--- src/rtl/if_id_skid_reg.sv ---
// IF/ID pipeline register with valid/ready handshake, optional 2-entry skid buffer,
// synchronous flush with a saturating discarded-entry counter, and immediate extension.
module if_id_skid_reg #(
    parameter int                DATA_W = 32,
    parameter int                PC_W   = 32,
    parameter int                IMM_W  = 16,
    parameter int                SKID   = 1,
    parameter logic [DATA_W-1:0] NOP    = '0,
    parameter int                CNT_W  = 8
) (
    input  logic              clk,
    input  logic              rst,
    input  logic              in_valid,
    output logic              in_ready,
    input  logic [DATA_W-1:0] in_instr,
    input  logic [PC_W-1:0]   in_pc,
    input  logic              flush,
    input  logic              imm_zext,
    output logic              out_valid,
    input  logic              out_ready,
    output logic [DATA_W-1:0] out_instr,
    output logic [PC_W-1:0]   out_pc,
    output logic [DATA_W-1:0] out_imm,
    output logic [CNT_W-1:0]  flush_cnt
);

    typedef enum logic [1:0] {
        ST_EMPTY = 2'd0,
        ST_FULL  = 2'd1,
        ST_SKIDF = 2'd2
    } state_t;

    localparam logic [CNT_W-1:0] CNT_MAX = '1;

    state_t              r_state;
    logic                r_in_ready;
    logic [DATA_W-1:0]   r_main_instr;
    logic [PC_W-1:0]     r_main_pc;
    logic [DATA_W-1:0]   r_skid_instr;
    logic [PC_W-1:0]     r_skid_pc;
    logic [CNT_W-1:0]    r_flush_cnt;

    state_t              w_next_state;
    logic                w_in_ready;
    logic                w_in_fire;
    logic                w_out_fire;
    logic                w_load_main_in;
    logic                w_load_main_skid;
    logic                w_clear_main;
    logic                w_load_skid;
    logic [1:0]          w_held;
    logic [CNT_W:0]      w_cnt_sum;
    logic [CNT_W-1:0]    w_cnt_next;
    logic [IMM_W-1:0]    w_imm;

    // Skid build breaks the out_ready -> in_ready path; the single-entry build keeps it.
    assign w_in_ready = (SKID != 0) ? r_in_ready : (!out_valid || out_ready);
    assign in_ready   = w_in_ready;
    assign out_valid  = (r_state != ST_EMPTY);
    assign w_in_fire  = in_valid && w_in_ready;
    assign w_out_fire = out_valid && out_ready;

    // NOTE: every always_comb output gets a default first so no path can infer a latch.
    always_comb begin
        w_next_state     = r_state;
        w_load_main_in   = 1'b0;
        w_load_main_skid = 1'b0;
        w_clear_main     = 1'b0;
        w_load_skid      = 1'b0;
        case (r_state)
            ST_EMPTY: begin
                if (w_in_fire) begin
                    w_next_state   = ST_FULL;
                    w_load_main_in = 1'b1;
                end
            end
            ST_FULL: begin
                if (w_in_fire && w_out_fire) begin
                    w_load_main_in = 1'b1;
                end else if (w_in_fire && (SKID != 0)) begin
                    w_next_state = ST_SKIDF;
                    w_load_skid  = 1'b1;
                end else if (w_out_fire) begin
                    w_next_state = ST_EMPTY;
                    w_clear_main = 1'b1;
                end
            end
            ST_SKIDF: begin
                if (w_out_fire) begin
                    w_next_state     = ST_FULL;
                    w_load_main_skid = 1'b1;
                end
            end
            default: begin
                w_next_state = ST_EMPTY;
                w_clear_main = 1'b1;
            end
        endcase
    end

    // NOTE: sequential state uses non-blocking assignments so all registers see pre-edge values.
    always_ff @(posedge clk) begin
        if (!rst) begin
            r_state      <= ST_EMPTY;
            r_in_ready   <= 1'b1;
            r_main_instr <= NOP;
            r_main_pc    <= '0;
            r_skid_instr <= '0;
            r_skid_pc    <= '0;
        end else if (flush) begin
            r_state      <= ST_EMPTY;
            r_in_ready   <= 1'b1;
            r_main_instr <= NOP;
            r_main_pc    <= '0;
            r_skid_instr <= '0;
            r_skid_pc    <= '0;
        end else begin
            r_state    <= w_next_state;
            r_in_ready <= (w_next_state != ST_SKIDF);
            if (w_load_main_in) begin
                r_main_instr <= in_instr;
                r_main_pc    <= in_pc;
            end else if (w_load_main_skid) begin
                r_main_instr <= r_skid_instr;
                r_main_pc    <= r_skid_pc;
            end else if (w_clear_main) begin
                r_main_instr <= NOP;
                r_main_pc    <= '0;
            end
            if (w_load_skid) begin
                r_skid_instr <= in_instr;
                r_skid_pc    <= in_pc;
            end
        end
    end

    // Discarded entries on a flush: everything held plus anything accepted that same cycle.
    always_comb begin
        case (r_state)
            ST_FULL:  w_held = 2'd1;
            ST_SKIDF: w_held = 2'd2;
            default:  w_held = 2'd0;
        endcase
        w_cnt_sum  = {1'b0, r_flush_cnt}
                   + {{(CNT_W-1){1'b0}}, w_held}
                   + {{CNT_W{1'b0}}, w_in_fire};
        w_cnt_next = w_cnt_sum[CNT_W] ? CNT_MAX : w_cnt_sum[CNT_W-1:0];
    end

    always_ff @(posedge clk) begin
        if (!rst) begin
            r_flush_cnt <= '0;
        end else if (flush) begin
            r_flush_cnt <= w_cnt_next;
        end
    end

    assign flush_cnt = r_flush_cnt;
    assign out_instr = r_main_instr;
    assign out_pc    = r_main_pc;
    assign w_imm     = r_main_instr[IMM_W-1:0];
    assign out_imm   = imm_zext ? {{(DATA_W-IMM_W){1'b0}}, w_imm}
                                : {{(DATA_W-IMM_W){w_imm[IMM_W-1]}}, w_imm};

endmodule

--- config.mk ---
export PLATFORM = sky130hd
export DESIGN_NAME = if_id_skid_reg
export DESIGN_NICKNAME = d
export VERILOG_FILES = /design/src/rtl/if_id_skid_reg.sv
export SDC_FILE = /design/constraint.sdc
export NUM_CORES = 1
export LEC_CHECK = 0
export BUFFER_PORTS_ARGS = -buffer_cell sky130_fd_sc_hd__buf_2
export CELL_PAD_IN_SITES_DETAIL_PLACEMENT = 1
export CELL_PAD_IN_SITES_GLOBAL_PLACEMENT = 2
export CORE_ASPECT_RATIO = 1.4
export CORE_MARGIN = 8
export CORE_UTILIZATION = 29
export CTS_CLUSTER_DIAMETER = 150
export DETAILED_ROUTE_END_ITERATION = 10
export GPL_TIMING_DRIVEN = 1
export PLACE_DENSITY = 0.8
export REMOVE_ABC_BUFFERS = 1
export SKIP_LAST_GASP = 1
export SYNTH_ARGS = -nofsm -noshare
export SYNTH_HDL_FRONTEND = slang
export SYNTH_SLANG_ARGS = --single-unit
--- constraint.sdc ---
create_clock -name clk -period 3.03 [get_ports clk]
set_clock_uncertainty 0.2 [all_clocks]
set_input_delay 0.303 -clock clk [delete_from_list [all_inputs] [get_ports clk]]
set_output_delay 0.303 -clock clk [all_outputs]
set_load 0.02 [all_outputs]
### After elaboration in Yosys (flattened, before gate mapping)

Cells that the tools add are included.

* add/sub/neg operators: 2
* equal/unequal tests: 3
* muxes and demuxes: 24
* bitwise logic cells: 1
* reductions and logical operators: 8

Operators by type and width (count)
* 32-bit two-way mux: 6
* 2-bit two-way mux: 5
* 8-bit by 2-bit adder with 9-bit output: 1
* 9-bit by 1-bit adder with 9-bit output: 1
* 1-bit two-way mux: 8
* 8-bit two-way mux: 1
* 2-bit one-hot mux with 3 select lines: 1
* 1-bit one-hot mux with 2 select lines: 2
* 2-bit one-hot mux with 2 select lines: 1
* 2-bit OR reduction: 2
* 1-bit logical AND: 3
* 3-bit nonzero test: 1
* 2-bit by 1-bit equality test with 1-bit output (second input constant): 1
* 2-bit equality test (second input constant): 1
* 2-bit logical NOT: 1
* 2-bit inequality test (second input constant): 1
* 2-bit nonzero test: 1
* 1-bit NOT: 1

* register bits: 139
* bits of input ports: 70
* output and inout port bits: 106
* logic and storage cells: 45

### Longest topological paths before layout

* word-level depth: 9
* mapped depth: 8
* depth with buffers taken out: 7

### Worst setup path before layout

OpenSTA, ideal clock, no wires.

* path kind: flip-flop to flip-flop
* start: reg r_in_ready (netlist: in_ready)
* end: reg r_flush_cnt[0] (netlist: flush_cnt[0])
* setup time: 70 ps
* arrival time: 2162 ps
* required time: 2760 ps
* path slack: 599 ps
* stages on the path, launching flop included: 7
* path buffers: 0
* period minus slack after synthesis: 2431 ps
* cells stage by stage: dfxtp_1 -> nand2_2 -> fa_1 -> fa_1 -> nand3b_1 -> or3_1 -> a21oi_1

* word-level cells in the longest chain between the ends: 3

Ends and longest elaborated chain
* from (decl): line 36 `logic r_in_ready;`
* from (signal assigned): line 119 `r_in_ready <= (w_next_state != ST_SKIDF);`
* 1-bit logical AND: line 60 `assign w_in_fire = in_valid && w_in_ready;`
* 9-bit by 1-bit adder with 9-bit output: line 146 `+ {{CNT_W{1'b0}}, w_in_fire};`
* 8-bit two-way mux: line 147 `w_cnt_next = w_cnt_sum[CNT_W] ? CNT_MAX : w_cnt_sum[CNT_W-1:0];`
* to (signal assigned): line 154 `r_flush_cnt <= w_cnt_next;`
* to (decl): line 41 `logic [CNT_W-1:0] r_flush_cnt;`

Every way passes these cells.
A chain may end at the register's enable or synchronous reset.

### Worst setup path after layout

* start: reg r_state[1]
* end: reg r_flush_cnt[0] (netlist: flush_cnt[0])

* word-level cells in the longest chain between the ends: 5
* elaborated cells on any way between the ends: 6
* classes of those cells: 2 x add/sub; 2 x eq/ne; 2 x mux

Ends and longest elaborated chain
* from (decl): line 35 `state_t r_state;`
* from (signal assigned): line 118 `r_state <= w_next_state;`
* 2-bit equality test / 2-bit by 1-bit equality test with 1-bit output (equally long branches): line 139 `case (r_state)`
* 2-bit one-hot mux with 2 select lines *: line 139
* 8-bit by 2-bit adder with 9-bit output *: line 145 `+ {{(CNT_W-1){1'b0}}, w_held}`
* 9-bit by 1-bit adder with 9-bit output *: line 146
* 8-bit two-way mux *: line 147

Every way passes the cells marked *; elsewhere a longest branch is shown, timed or not.

==> run summary <==
IO Pins -> 176
Arr. time, crit path -> 2.72 ns
leading cell types in the layout, fill and taps excluded -> buf_2, dfxtp_1, nand2_1
Hold Path End -> in_ready
Hold Vio Cnt, Final -> 0
Max-cap violations -> 0
Final HPWL DP -> 11700 um
WL final -> 18700 um
worst min-delay path startpoint -> out_ready
gpl congestion -> 0.776
CP peak stage delay -> 0.43 ns
Critical Path, Cell by Cell -> nand2b_1, fa_1, fa_1, nand3b_1, or3_1, a21oi_1
Antenna Nets Post-Route -> 0
# clock sinks -> 139
CP required -> 3.17 ns
row cnt -> 59
CTS Buffer Depth -> 2
worst rel slew slack -> 0.460
Worst R2R Start -> r_state[1]
H-Tree Depth -> 4
Layout area overhead -> 37.4%
commonest non-fill, non-tap cell in the layout -> buf_2
initial antenna violation count -> 0
synth unique cells -> 37
class of the worst hold path -> in -> reg
CTS buffer count -> 17
Worst R2R End -> flush_cnt[0]
Nets -> 862
first-pass GRT wire length -> 29900 um
Cell Area, Synth -> 5420 um^2
Critical Path Sink Type -> flip-flop
Syn. warnings -> 0
Synth Instances -> 604
Post-Place Cell Area -> 6190 um^2
Worst R2R Path Depth -> 6
pin count of the biggest net entering global routing -> 70
Fmax achieved -> 387 MHz
CP Max Fanout -> 9
Synth top area share -> 0.513
sequential area share after synthesis -> 0.513
Hold Crit Depth -> 2
die width -> 132 um
cts hold-fix bufs -> 65
layout cell share with drive strength beyond 1 -> 0.276
initial core utilization -> 0.294
DR iter-0 viols -> 530
CTS root buf -> clkbuf_16
Clk Latency, worst-skew pair -> 0.42 ns
die height -> 178 um
Final Cell Area -> 7450 um^2
drt first pass iters -> 7
final worst path period share -> 0.852
Slew Limit Fails -> 0
Post-Syn Area per Cell -> 8.98 um^2
# Post-CTS Setup Buffers -> 0
Synth area leaders -> dfxtp_1, a222oi_1, nand2_1
leakage -> 3.02 nW
placed insts -> 949
Tightest Pin Transition -> 0.810 ns
R2R Setup Slk -> 0.45 ns
critical path's slowest cell -> dfxtp_1
most used cell, CP -> fa_1
post-layout min period -> 2.58 ns
pwr dens -> 603 nW/um^2
GR Overflow Total -> 0
CTS clk-pin slew, worst paths -> 0.06 ns
post-cts sizing count -> 0
result of the run -> finished clean
WL/cell -> 17.8 um
CP top delay family -> simple AND/OR/NAND/NOR gates
fin util -> 0.404
TNS Setup -> 0 ns
core area -> 18500 um^2
Peak supply drop -> 262 uV
full die area -> 23400 um^2
CTS tree -> yes
Tot Pwr -> 4.49 mW
Synth area leader -> dfxtp_1
non-filler instance count after layout -> 1047
gr usage total -> 0.157
#FFs+latches synth -> 139
PortBufs -> 175
Worst Path Buf+Inv -> 0
RSZ-0062 raised after global routing -> false
vias in the first global route -> 5867
DRC Markers -> 0
Setup violations, final -> 0
Worst Setup Start Kind -> flip-flop
Via-to-Cell Ratio -> 5.00
via count -> 5232
critical path class -> reg -> reg
[metrics by stage]
| stage | setup WS [ns] | hold WS, ns |
|---|---|---|
| after global placement | 0.525 | 0.241 |
| after global routing | 0.302 | 0.0587 |
| after floorplan | -2.26 | 0.217 |
| after CTS | 0.433 | 0.0450 |
| final | 0.449 | 0.0602 |
| after detailed placement | 0.444 | 0.250 |
[worst max-delay path by stage]
stage | from | endpoint | cells after the start
finish | r_state[1] | flush_cnt[0] | 6
floorplan | out_instr[15] | out_imm[16] | 1
global route | r_state[1] | flush_cnt[0] | 6
global placement | r_state[1] | flush_cnt[0] | 6
CTS | r_state[1] | flush_cnt[0] | 6
detailed placement | r_state[1] | flush_cnt[0] | 6
[layout make-up]
class,instances,area (um^2)
diodes,1,2.50
clock buffers,17,425
clock inverters,15,189
fillers,2182,11000
inverters,8,30.0
multi-input cells,378,2110
flip-flops and latches,139,2780
well taps,244,305
repair buffers,245,1610
[where the power goes]
part | internal [mW] | switching [mW]
Combinational | 0.190 | 0.257
Sequential | 1.86 | 0.0253
Clock | 1.31 | 0.847
[cells by family (layout without fill, tap and decap cells)]
| kind of cell | count (synthesis) | after routing | share of synthesized area |
|---|---|---|---|
| simple gates | 225 | 225 | 0.168 |
| buf+inv | 87 | 285 | 0.104 |
| mux | 1 | 1 | 0.00185 |
| fa+ha+maj | 3 | 3 | 0.00969 |
| flops | 139 | 139 | 0.513 |
| compound gates | 147 | 147 | 0.200 |
| other cells | 0 | 1 | 0 |
| xor+xnor | 2 | 2 | 0.00323 |
[synth_stat cells, drive strengths merged]
| master | count |
|---|---|
| dfxtp | 139 |
| nand2 | 135 |
| a21oi | 72 |
| nor2 | 72 |
| buf | 65 |
| a222oi | 64 |
| clkbuf | 14 |
| inv | 8 |
| nand2b | 4 |
| nor3 | 4 |
| o21ai | 3 |
| a211oi | 2 |
| fa | 2 |
| nor2b | 2 |
| o21a | 2 |
| xnor2 | 2 |
| a211o | 1 |
| a31oi | 1 |
| and2 | 1 |
| and4 | 1 |
| ha | 1 |
| mux2i | 1 |
| nand3 | 1 |
| nand3b | 1 |
| nand4b | 1 |
| nor4 | 1 |
| o22a | 1 |
| o2bb2ai | 1 |
| or2 | 1 |
| or3 | 1 |
[flip-flops by register name, indices dropped and copies added, names as in the netlist]
| name | flops |
|---|---|
| flush_cnt | 8 |
| r_skid_pc | 32 |
| in_ready | 1 |
| r_skid_instr | 32 |
| r_state | 2 |
| out_instr | 32 |
| out_pc | 32 |
[per-layer routing]
layer,vias to the layer above,share of wire,global-route usage
met5,-,0,0
met4,0,0.025,0.0787
met3,31,0.040,0.0382
met2,138,0.54,0.289
met1,2578,0.39,0.165
li1,2485,-,-
Note: power is estimated with default switching activity, not from simulation.
